<file path="config.mk">
export PLATFORM = sky130hd
export DESIGN_NAME = alu32
export DESIGN_NICKNAME = d
export VERILOG_FILES = /design/src/rtl/alu32_pkg.sv /design/src/rtl/alu32_addsub.sv /design/src/rtl/alu32.sv
export SDC_FILE = /design/constraint.sdc
export NUM_CORES = 1
export LEC_CHECK = 0
export BUFFER_PORTS_ARGS = -buffer_cell sky130_fd_sc_hd__buf_2
export CELL_PAD_IN_SITES_DETAIL_PLACEMENT = 1
export CELL_PAD_IN_SITES_GLOBAL_PLACEMENT = 1
export CORE_MARGIN = 10
export CORE_UTILIZATION = 43
export DETAILED_ROUTE_END_ITERATION = 16
export GPL_TIMING_DRIVEN = 0
export PLACE_DENSITY = 0.87
export SLEW_MARGIN = 30
export SYNTH_ARGS = -nofsm -noshare
export SYNTH_HDL_FRONTEND = slang
export SYNTH_SLANG_ARGS = --single-unit
</file>
<file path="constraint.sdc">
create_clock -name clk -period 8.45 [get_ports clk]
set_clock_uncertainty 0.15 [all_clocks]
set_input_delay 0.4225 -clock clk [delete_from_list [all_inputs] [get_ports clk]]
set_output_delay 0.4225 -clock clk [all_outputs]
set_load 0.02 [all_outputs]
</file>
<file path="src/rtl/alu32_pkg.sv">
// alu32_pkg: shared opcode encoding and default data-path width for the alu32 slice
//   WIDTH_DEFAULT : default data-path width
//   alu_op_e      : ALUctl opcode encoding
package alu32_pkg;
    localparam int WIDTH_DEFAULT = 32;
    typedef enum logic [3:0] {
        OP_AND  = 4'b0000,
        OP_OR   = 4'b0001,
        OP_ADD  = 4'b0010,
        OP_SUB  = 4'b0110,
        OP_SLT  = 4'b0111,
        OP_NOR  = 4'b1100,
        OP_NAND = 4'b1101
    } alu_op_e;
endpackage

</file>
<file path="src/rtl/alu32_addsub.sv">
// alu32_addsub: combinational adder/subtractor with signed overflow and signed less-than
//   a, b     : operands (two's complement)
//   sub      : 1 selects a - b (a + ~b + 1), 0 selects a + b
//   sum      : result modulo 2^WIDTH
//   overflow : signed overflow of the selected operation
//   less     : a < b as signed, valid when sub is 1
module alu32_addsub
    import alu32_pkg::*;
#(
    parameter int WIDTH = WIDTH_DEFAULT
) (
    input  logic [WIDTH-1:0] a,
    input  logic [WIDTH-1:0] b,
    input  logic             sub,
    output logic [WIDTH-1:0] sum,
    output logic             overflow,
    output logic             less
);
    logic [WIDTH-1:0] b_eff;
    assign b_eff    = sub ? ~b : b;
    assign sum      = a + b_eff + {{(WIDTH-1){1'b0}}, sub};
    // overflow: operands agree in sign but the sum does not
    assign overflow = (a[WIDTH-1] == b_eff[WIDTH-1]) && (sum[WIDTH-1] != a[WIDTH-1]);
    // a wrapped difference flips the sign bit, so correct it with the overflow flag
    assign less     = sum[WIDTH-1] ^ overflow;
endmodule

</file>
<file path="src/rtl/alu32.sv">
// alu32: registered 32-bit ALU with one-cycle latency, signed overflow and zero flags
//   clk      : clock, all state updates on rising edge
//   rst_n    : synchronous active-low reset (result 0, overflow 0, zero 1)
//   A, B     : operands
//   ALUctl   : opcode (see alu32_pkg::alu_op_e); undefined codes give 0
//   result   : registered result
//   overflow : registered signed overflow, only for ADD/SUB
//   zero     : registered result == 0
module alu32
    import alu32_pkg::*;
#(
    parameter int WIDTH = WIDTH_DEFAULT
) (
    input  logic             clk,
    input  logic             rst_n,
    input  logic [WIDTH-1:0] A,
    input  logic [WIDTH-1:0] B,
    input  logic [3:0]       ALUctl,
    output logic [WIDTH-1:0] result,
    output logic             overflow,
    output logic             zero
);
    logic             sub;
    logic [WIDTH-1:0] sum;
    logic             as_ovf;
    logic             less;
    logic [WIDTH-1:0] result_next;
    logic             overflow_next;

    // SLT reuses the subtractor
    assign sub = (ALUctl == OP_SUB) || (ALUctl == OP_SLT);

    alu32_addsub #(.WIDTH(WIDTH)) u_addsub (
        .a        (A),
        .b        (B),
        .sub      (sub),
        .sum      (sum),
        .overflow (as_ovf),
        .less     (less)
    );

    always_comb begin
        result_next   = '0;
        overflow_next = 1'b0;
        case (ALUctl)
            OP_AND:  result_next = A & B;
            OP_OR:   result_next = A | B;
            OP_NOR:  result_next = ~(A | B);
            OP_NAND: result_next = ~(A & B);
            OP_ADD, OP_SUB: begin
                result_next   = sum;
                overflow_next = as_ovf;
            end
            OP_SLT:  result_next = {{(WIDTH-1){1'b0}}, less};
            default: result_next = '0;
        endcase
    end

    always_ff @(posedge clk) begin
        if (!rst_n) begin
            result   <= '0;
            overflow <= 1'b0;
            zero     <= 1'b1;
        end else begin
            result   <= result_next;
            overflow <= overflow_next;
            zero     <= (result_next == '0);
        end
    end
endmodule

</file>
Word-level counts from Yosys, hierarchy flattened
Index checks and enable logic that the tools add are counted.

cells by class
  mux-type cells = 2
  bitwise gates (word level) = 6
  add/sub/neg operators = 2
  eq/ne operators = 8
  reductions and logical operators = 6

operator list
  kind                                                                   number
  32-bit one-hot mux with 6 select lines                                 1
  32-bit inverter                                                        3
  32-bit by 1-bit adder with 32-bit output                               1
  32-bit adder                                                           1
  32-bit AND                                                             1
  32-bit zero test                                                       1
  32-bit 2-to-1 mux                                                      1
  32-bit bitwise OR                                                      1
  4-bit by 3-bit equality test with 1-bit output, second input constant  2
  4-bit equality test, second input constant                             2
  4-bit by 1-bit equality test with 1-bit output, second input constant  1
  4-bit by 2-bit equality test with 1-bit output, second input constant  1
  4-bit zero test                                                        1
  2-bit AND reduction                                                    1
  2-bit OR reduction                                                     1
  1-bit equality test                                                    1
  1-bit logical AND                                                      1
  1-bit logical OR                                                       1
  1-bit inequality test                                                  1
  1-bit bitwise XOR                                                      1

word-level totals
  output and inout port bits = 34
  input port bits = 70
  logic and storage cells = 27
  bits in registers = 34

Longest topological paths before layout
  depth in word-level cells = 10
  mapped depth = 16

Hierarchy
Synthesis repeated with hierarchy kept, for this count alone.

second synthesis, totals
  cells, all modules = 660
  area total of the unflattened synthesis = 4573.1 µm²

modules (own cells, without submodules)
  module        cells an instance  area each (µm²)  times used
  alu32         361                2478.6           1
  alu32_addsub  299                2094.5           1

Worst setup path after synthesis
OpenSTA, ideal clock, no wires.

  path type = input to register
  from = input port ALUctl[3]
  to = register zero
  setup time = 96 ps
  setup slack = 4481 ps
  arrival time = 3724 ps
  stages = 16
  cell sequence = nand3b_1 buf_4 buf_1 xnor2_1 ha_1 clkbuf_1 nor2_1 or3_1 a211oi_1 a2bb2oi_2 a211oi_2 xor2_1 o22ai_1 a2111oi_1 nand4_1 o41ai_2

between the ends
  longest elaborated chain between the ends = 10
  elaborated cells on any way between the ends = 18
  classes of those cells = 2 x add/sub; 8 x eq/ne; 2 x mux; 1 x bitwise; 5 x reduce/logical

RTL lines
  what                                            RTL line                  source
  start: declaration                              alu32.sv:18               input logic [3:0] ALUctl,
  4-bit by 3-bit equality test with 1-bit output  alu32.sv:31, alu32.sv:45
  1-bit logical OR                                alu32.sv:31               assign sub = (ALUctl == OP_SUB) || (ALUctl == OP_SLT);
  32-bit 2-to-1 mux                               alu32_addsub.sv:20        assign b_eff = sub ? ~b : b;
  32-bit adder                                    alu32_addsub.sv:21        assign sum = a + b_eff + {{(WIDTH-1){1'b0}}, sub};
  32-bit by 1-bit adder with 32-bit output        alu32_addsub.sv:21
  1-bit inequality test                           alu32_addsub.sv:23        assign overflow = (a[WIDTH-1] == b_eff[WIDTH-1]) && (sum[WIDTH-1] != a[WIDTH-1]);
  1-bit logical AND                               alu32_addsub.sv:23
  1-bit bitwise XOR                               alu32_addsub.sv:25        assign less = sum[WIDTH-1] ^ overflow;
  32-bit one-hot mux with 6 select lines *        alu32.sv:45               case (ALUctl)
  32-bit zero test *                              alu32.sv:67               zero <= (result_next == '0);
  end signal: assignment                          alu32.sv:67
  end: declaration                                alu32.sv:21               output logic zero

Every way passes the cells marked *; elsewhere a longest branch is shown, timed or not.
A chain may end at the register's enable or synchronous reset.

Worst setup path after layout
Same ends and word-level chain as after synthesis.

==> run_results.csv <==
group,metric,value,unit
yosys,postSynth.asyncResetShare,0,
floorplan,fp.dieArea,0.0150,mm^2
yosys,yosysSeqAreaShare,0.150,
clock_tree,root_buffer,"clkbuf_8",
clock_tree,cts_buffers,5,
global_routing,grt_antenna_before_repair,1,
yosys,synth_fp_nets,704,
clock_tree,cts_hold_buf,0,
clock_tree,cts.htree.levels,2,
global_routing,grt_usage,0.239,
worst_setup_path,critical_path_arrival,5.09,ns
worst_setup_path,startpoint_type,"primary input",
worst_hold_path,hold_class,"in2reg",
worst_setup_path,cp_cell_sequence,"buf_2 > nand3b_1 > buf_4 > buf_1 > xnor2_1 > ha_1 > clkbuf_1 > nor2_1 > or3_1 > a211oi_1 > a2bb2oi_2 > a211oi_2 > xor2_1 > o22ai_1 > a2111oi_1 > nand4_1 > o41ai_2",
placed_design,place_inst,837,
placed_design,gp_congestion,0.982,
sta,max_slew.worst_pin.slew,0.904,ns
clock_tree,clockBufferDepth,2,
route,first_pass_iters,5,
floorplan,die_h,123,um
worst_setup_path,cp_slowest_cell,"buf_1",
sta,setup_violations,0,
clock_tree,clock-sinks,34,
finish,drive_above_1_share,0.197,
floorplan,ios,104,
run,cap_violations,0,
worst_setup_path,worst_setup_path_end_kind,"flop",
route,drt_iter0_drc,498,
clock_tree,path_clk_slew,0.08,ns
finish,syn_to_final_growth,18.3,%
clock_tree,cts_tree,"built",
yosys,synthesis.area,0.00453,mm^2
finish,finalInstanceArea,0.00535,mm^2
power_and_ir_drop,peakVddDrop,0.0634,mV
yosys,dominantRegCellSynth,"dfxtp_1",
floorplan,rows,37,
yosys,ys_types,68,
yosys,synth_edf_count,0,
clock_tree,cts-resized-gates,0,
finish,final_util,0.521,
sta,rsz0062_at_grt,"false",
worst_setup_path,worst-path-buf-inv,4,
worst_setup_path,critPathRequiredTime,8.51,ns
worst_setup_path,cp_max_fo,10,
power_and_ir_drop,leakagePower,0.00226,uW
power_and_ir_drop,power.density,142,mW/mm^2
finish,nNetsFinal,813,
route,vias,5241,
yosys,syn_avg_cell_area,7.56,um^2
global_routing,grt_first_pass_wirelength,29000,um
placed_design,port_buffers,102,
global_routing,grt_max_degree,13,
finish,instances_no_fill,846,
worst_setup_path,cp_top_family,"compound AO/OA/AOI/OAI gates",
worst_setup_path,crit_type,"in2reg",
route,drc_errors,0,
route,wl_per_cell,21.6,um
sta,fmax,0.199,GHz
power_and_ir_drop,p_total,761,uW
sta,period_share,0.595,
finish,filler_cell_count,1359,
floorplan,start_util,0.440,
status,status,"complete, no violations",
route,detail-route-antenna-nets,0,
global_routing,grt.overflow.total,0,
sta,drv_slew,0,
clock_tree,post_cts_buffers,0,
worst_setup_path,slowest_delay,0.70,ns
yosys,syn_inst,599,
placed_design,hpwl,14300,um
sta,tns,0,ns
placed_design,dpl_cell_area,0.00521,mm^2
floorplan,fp.dieW,123,um
sta,period_minus_slack,5.03,ns
sta,hold_viol,0,
yosys,ys_ff_latch,34,
sta,slew_headroom,0.397,
floorplan,core_area,0.0103,mm^2
route,vias_per_cell,6.20,
route,routed_wirelength,18300,um
global_routing,grt_pass1_vias,5538,
yosys,ys_warn_count,0,
==> final cells by class <==
cell class                      instances  area, um^2  area share
Sequential cell                        34         681       0.127
Inverter                                9        33.8     0.00631
Tap cell                              136         170      0.0318
Buffer                                 34         140      0.0262
Multi-Input combinational cell        522        3680       0.687
Antenna cell                            1        2.50    0.000467
Clock buffer                            5        68.8      0.0129
Timing Repair Buffer                  102         510      0.0953
Clock inverter                          3        68.8      0.0129
==> synth_stat cells (3+ instances only) <==
cell type | number | area share
xnor2_1 | 55 | 0.11
a21oi_1 | 53 | 0.059
nand2_1 | 41 | 0.034
nor2b_1 | 37 | 0.051
nor2_1 | 35 | 0.029
dfxtp_1 | 34 | 0.15
ha_1 | 34 | 0.094
o21ai_0 | 27 | 0.030
xor2_1 | 26 | 0.050
clkbuf_1 | 22 | 0.018
nor3_1 | 22 | 0.024
a221oi_1 | 19 | 0.037
a21o_1 | 15 | 0.025
and2_1 | 12 | 0.017
and3_1 | 12 | 0.017
nand3_1 | 11 | 0.012
o22ai_1 | 11 | 0.015
o211ai_1 | 10 | 0.017
inv_1 | 9 | 0.0075
nand4_1 | 8 | 0.011
nor4_1 | 8 | 0.011
or3_1 | 8 | 0.011
buf_2 | 6 | 0.0066
nor3b_1 | 6 | 0.0099
o21a_1 | 6 | 0.0099
buf_1 | 5 | 0.0041
nand2b_1 | 5 | 0.0069
a31oi_1 | 4 | 0.0055
a311oi_1 | 3 | 0.0058
o21bai_1 | 3 | 0.0050
o221ai_1 | 3 | 0.0058
==> where the power goes <==
group	internal, uW	switching, uW
Sequential	170	2.46
Combinational	153	241
Clock	118	76.3
==> layer usage <==
metal / vias up / GRT usage / wire, um
li1: 2439 / - / -
met1: 2553 / 0.290 / 7580
met4: 0 / 0.0707 / 378
met2: 214 / 0.420 / 9070
met3: 35 / 0.0427 / 1230
met5: - / 0 / 0
==> path summary, 6_finish.rpt <==
path / startpoint / endpoint / slack, ns / depth (start not counted)
min: rst_n / result[4] / 0.29 / 2
max: ALUctl[3] / zero / 3.42 / 17
==> cells by family (layout without fill, tap and decap cells) <==
group,Yosys count,count (layout),share of synthesized area
AO/OA/AOI/OAI,188,188,0.296
XOR/XNOR,81,81,0.157
adder cells (fa/ha/maj),35,35,0.0984
buffers and inverters,43,153,0.0381
flip-flops,34,34,0.150
multiplexers,2,2,0.00442
other,0,1,0
AND/OR/NAND/NOR,216,216,0.256
==> state kept, by name (all words and copies together) (netlist names) <==
signal,cells
zero,1
result,32
overflow,1
==> layout by cell type (no fill, tap or decap), types with 3 or more instances in the layout <==
cell      netlist  final
a21oi_1        53     53
o21bai_1        3      3
ha_1           34     34
o211ai_1       10     10
a21o_1         15     15
buf_1           5      4
or3_1           8      8
dfxtp_1        34     34
xnor2_1        55     55
clkbuf_1       22     22
a31oi_1         4      4
xor2_1         26     26
clkbuf_8        0      5
o21ai_0        27     27
nor4_1          8      8
o22ai_1        11     11
and3_1         12     12
o21a_1          6      6
inv_1           9      9
nor3_1         22     22
a311oi_1        3      3
o221ai_1        3      3
nand2b_1        5      5
nor2b_1        37     37
nor3b_1         6      5
and2_1         12     12
nand3_1        11     11
nand4_1         8      8
nand2_1        41     41
a221oi_1       19     19
nor2_1         35     35
buf_2           6    108
==> stage by stage <==
stage	hold WS [ns]	setup slack, ns
after floorplan	0.401	4.48
after global placement	0.596	3.39
after detailed placement	0.598	3.23
after CTS	0.276	3.50
after global routing	0.274	3.22
final	0.288	3.42
Power figures use the tool's default switching activity.
